===== src/rtl/inst_mem_prog.sv =====
// Byte-addressed instruction store with a byte-stream programming port and a
// req/ready/valid fetch port that assembles INST_BYTES bytes MSB-first, one per cycle.
module inst_mem_prog #(
  parameter int unsigned ADDR_W     = 8,
  parameter int unsigned INST_BYTES = 2,
  parameter bit          INIT_ZERO  = 1'b1
) (
  input  logic                    clk,
  input  logic                    rst,
  input  logic                    prog_start,
  input  logic                    prog_en,
  input  logic [7:0]              prog_data,
  output logic [ADDR_W-1:0]       prog_ptr,
  input  logic                    fetch_req,
  input  logic [ADDR_W-1:0]       fetch_pc,
  output logic                    fetch_ready,
  output logic                    inst_valid,
  output logic [8*INST_BYTES-1:0] inst
);

  localparam int unsigned Depth = 2 ** ADDR_W;
  localparam int unsigned InstW = 8 * INST_BYTES;
  localparam int unsigned KW    = (INST_BYTES > 1) ? $clog2(INST_BYTES) : 1;
  localparam logic [KW-1:0] LastK = KW'(INST_BYTES - 1);
  localparam logic [7:0] InitByte = INIT_ZERO ? 8'h00 : 8'hxx;

  typedef enum logic [0:0] {StIdle, StRead} state_e;

  state_e              state_q, state_d;
  logic [ADDR_W-1:0]   ptr_q, ptr_d;
  logic [ADDR_W-1:0]   addr_q, addr_d;
  logic [KW-1:0]       k_q, k_d;
  logic [InstW-1:0]    shift_q, shift_d;
  logic [InstW-1:0]    inst_q, inst_d;
  logic                valid_q, valid_d;

  // Power-up contents come from the declaration; rst never touches the array.
  logic [7:0]          mem_q [Depth] = '{default: InitByte};

  logic [ADDR_W-1:0]   wr_addr;
  logic [ADDR_W-1:0]   rd_addr;
  logic [7:0]          rd_byte;
  logic [InstW-1:0]    shifted;

  assign wr_addr = prog_start ? '0 : ptr_q;
  assign rd_addr = addr_q + ADDR_W'(k_q);
  assign rd_byte = mem_q[rd_addr];
  // Truncation drops the oldest byte; works for INST_BYTES == 1 too.
  assign shifted = InstW'({shift_q, rd_byte});

  always_ff @(posedge clk) begin
    if (prog_en) begin
      mem_q[wr_addr] <= prog_data;
    end
  end

  always_comb begin
    ptr_d = ptr_q;
    if (prog_en) begin
      ptr_d = wr_addr + ADDR_W'(1);
    end else if (prog_start) begin
      ptr_d = '0;
    end
  end

  assign fetch_ready = (state_q == StIdle) & ~prog_en;

  always_comb begin
    state_d = state_q;
    addr_d  = addr_q;
    k_d     = k_q;
    shift_d = shift_q;
    inst_d  = inst_q;
    valid_d = 1'b0;
    unique case (state_q)
      StIdle: begin
        if (fetch_req && fetch_ready) begin
          addr_d  = fetch_pc;
          k_d     = '0;
          shift_d = '0;
          state_d = StRead;
        end
      end
      StRead: begin
        if (prog_en) begin
          // A write during assembly could tear the instruction, so abandon it.
          state_d = StIdle;
        end else begin
          shift_d = shifted;
          k_d     = k_q + 1'b1;
          if (k_q == LastK) begin
            inst_d  = shifted;
            valid_d = 1'b1;
            state_d = StIdle;
          end
        end
      end
      default: state_d = StIdle;
    endcase
  end

  always_ff @(posedge clk or posedge rst) begin
    if (rst) begin
      state_q <= StIdle;
      ptr_q   <= '0;
      addr_q  <= '0;
      k_q     <= '0;
      shift_q <= '0;
      inst_q  <= '0;
      valid_q <= 1'b0;
    end else begin
      state_q <= state_d;
      ptr_q   <= ptr_d;
      addr_q  <= addr_d;
      k_q     <= k_d;
      shift_q <= shift_d;
      inst_q  <= inst_d;
      valid_q <= valid_d;
    end
  end

  assign prog_ptr   = ptr_q;
  assign inst       = inst_q;
  assign inst_valid = valid_q;

endmodule


===== config.mk =====
export PLATFORM = sky130hd
export DESIGN_NAME = inst_mem_prog
export DESIGN_NICKNAME = d
export VERILOG_FILES = /design/src/rtl/inst_mem_prog.sv
export SDC_FILE = /design/constraint.sdc
export NUM_CORES = 2
export LEC_CHECK = 0
export ABC_CLOCK_PERIOD_IN_PS = 8600
export CAP_MARGIN = 40
export CORE_MARGIN = 5
export CORE_UTILIZATION = 45
export CTS_CLUSTER_DIAMETER = 120
export DETAILED_ROUTE_END_ITERATION = 8
export GPL_TIMING_DRIVEN = 0
export HOLD_SLACK_MARGIN = 0.1
export PLACE_DENSITY = 0.57
export SYNTH_ARGS = -nofsm -noshare
export SYNTH_HDL_FRONTEND = slang
export SYNTH_SLANG_ARGS = --single-unit
export TNS_END_PERCENT = 1

===== constraint.sdc =====
create_clock -name clk -period 8.6 [get_ports clk]
set_input_delay 2.58 -clock clk [delete_from_list [all_inputs] [get_ports clk]]
set_output_delay 2.58 -clock clk [all_outputs]
set_load 0.005 [all_outputs]

==> flow_summary.toml <==
[outcome]
status = "finished, final reports clean"

[timing]
hold_violations = 0
clock_skew_ps = 51.3
slew_headroom_pct = 25.7
rsz0062_at_grt = "false"
finalMaxSlewViolations = 0
tightest_slew_ps = 1110
period_needed_ps = 6710
finalCritPeriodShare_pct = 78.0
fmax_mhz = 149
setup_viol = 0

[finish]
nets = 5041
final_area_sq_mm = 0.0955
layout_common_cells = "edfxtp_1, nand2_1, mux4_2"
final_common_cell = "edfxtp_1"
fin_cells = 7618
drive_gt1_share_pct = 23.0
area_growth_pct = 16.0

[clocking]
clk_pin_slew_ps = 60
cts_made_buffers = 213
hold_buffers = 0
htreeDepth = 4
clkLatencyLatePin_ps = 890
cts_buffer_depth = 3
postCtsSetupBuffers = 0
clock-root-buffer = "clkbuf_16"
ctsResizeCount = 0
cts_sinks = 2091
tritoncts = "done"

[setup_path]
r2r_slack_ps = 1890
crit_arrival_ps = 7460
cp_max_fo = 11
regToRegEndpoint = "shift_q[0]"
r2r-start = "k_q"
required_ps = 9350
setup.worst_path.class = "reg -> reg"
start_kind = "flip-flop"
crit_path_end_kind = "flip-flop"
reg2regPathDepth = 14

[power]
p_comb_share_pct = 29.9
cellPowerDensity_mw_per_mm2 = 309
swShare_pct = 36.1
clockPowerShare_pct = 31.7
switching_power_mw = 10.7
peakVddDrop_v = 0.000217
seq_power_share_pct = 38.4
leakagePower_nw = 31.3
p_int_mw = 18.8

[global_route]
grt_max_degree = 149
grt_pass1_wl_mm = 463
antenna_found_initial = 43
grt-ovfl-total = 0
grt_pass1_vias = 47900
track_usage_pct = 37.0

[placement]
placedCellCount = 7176
gp_congestion = 1.02
hpwl_mm = 243
dpl_cell_area_sq_mm = 0.0885
numPortBuffers = 45

[synthesis]
syn_area_per_cell_sq_um = 18.3
synth_flop_cell = "edfxtp_1"
yosysUniqueCellTypes = 84
synth.net_count = 4524
syn_area_sq_mm = 0.0824
synth_cells = 4497
ys_warn_count = 0
synth_seq_cells = 2091
async_flop_share_pct = 2.06
yosysTopAreaCell = "edfxtp_1"
synthTopCellsByArea = "edfxtp_1, mux4_2, nand2_1"
yosysSeqAreaShare_pct = 76.0
synth.top_cell.area_share_pct = 74.7
synth-edff-count = 2048

[min_path]
hold_path_depth = 2
holdPathEnd = "inst[10]"
worstHoldStart = "inst[10]"
hp-class = "reg -> reg"

[floorplan]
core_sq_mm = 0.182
start_util_pct = 45.1
die_y_um = 438
die_x_um = 438
dieArea_sq_mm = 0.192
rows = 157
io_pins = 47

[detailed_routing]
drc_errors = 0
num_vias = 52200
initialDrtViolationCount = 9599
via_per_inst = 6.85
drt_pass1_iterations = 6
wl_per_cell_um = 47.1
drtAntennaViolNets = 0
wirelength_mm = 359

[flow_run]
maxCapViolCount = 0
logic make-up (layout without fill, tap and decap cells):
| group | Yosys count | after routing | synth area share, % |
|---|---|---|---|
| mux | 538 | 538 | 12.3 |
| xor+xnor | 18 | 18 | 0.237 |
| fa+ha+maj | 6 | 6 | 0.0911 |
| simple gates | 1223 | 1223 | 6.26 |
| compound gates | 336 | 336 | 3.01 |
| buf+inv | 285 | 988 | 2.12 |
| flops | 2091 | 2091 | 76.0 |
| other cells | 0 | 33 | 0 |
power groups by stage:
stage	sequential, mW	combinational (mW)	clock (mW)
after floorplan	11.5	3.52	0
after global placement	11.7	8.07	0
after detailed placement	11.5	8.33	0
after CTS	11.3	8.34	9.32
after global routing	11.3	8.55	9.75
final	11.3	8.84	9.34
layout make-up:
| type | count | area, sq um |
|---|---|---|
| antenna | 33 | 82.6 |
| buffer | 277 | 1750 |
| clock buffer | 255 | 5590 |
| clock inverter | 146 | 1310 |
| fill | 14700 | 87000 |
| inverter | 8 | 30.0 |
| multi-input combinational | 2121 | 18100 |
| sequential | 2091 | 62600 |
| tap | 2385 | 2980 |
| timing repair buffer | 302 | 3090 |
worst max-delay path by stage:
stage | start | endpoint | slack, ps | cells after the start
global placement | prog_data[3] | mem_q[243][3] | -3130 | 1
finish | k_q | shift_q[0] | 1890 | 14
CTS | k_q | inst[5] | 2090 | 15
floorplan | prog_en | fetch_ready | 3330 | 1
global route | k_q | inst[2] | 2000 | 14
detailed placement | prog_en | mem_q[126][4] | 1990 | 7
worst max-delay path, stage by stage, from the launching register on:
cell,delay (ps)
dfrtp_1,440
ha_1,660
ha_1,210
buf_2,160
buf_6,260
buf_4,500
buf_2,600
buf_4,500
buf_2,820
mux4_2,430
a22o_1,230
o21ai_0,710
a31oi_1,530
nand3_1,260
o311ai_1,110
state kept, by name, indices dropped and copies added (netlist names):
register	flops
prog_ptr	8
addr_q	8
k_q	1
inst_valid	1
shift_q	8
state_q	1
inst	16
mem_q	2048
synthesized netlist by cell type, types with 37 or more instances:
library cell and count:
edfxtp_1 2048, nand2_1 606, mux4_2 357, nor2_1 294
nand3_1 203, mux2i_1 147, buf_2 88, clkbuf_1 75
buf_4 70, a21oi_1 48, a32oi_1 48, a31oi_1 47
dfrtp_1 43, nand4_1 37
through the flow:
stage	hold slack, ps	total power [mW]	worst slack, ps	util [%]	setup TNS (ps)
finish	480	29.5	1890	52.3	0
floorplan	439	15.0	3330	-	0
global placement	463	19.7	-3130	47.0	-5927640
global route	504	29.6	2000	52.3	0
detailed placement	466	19.9	1990	48.5	0
CTS	480	29.0	2090	52.3	0
per-layer routing:
layer  global-route usage [%]  vias to the layer above  share of wire (%)
li1                         -                    19100                  -
met1                     47.2                    27100                 35
met2                     51.8                     4774                 42
met3                     14.7                     1213                 14
met4                     25.8                       28                8.6
met5                    0.655                        -               0.11
Note: power is estimated with default switching activity, not from simulation.
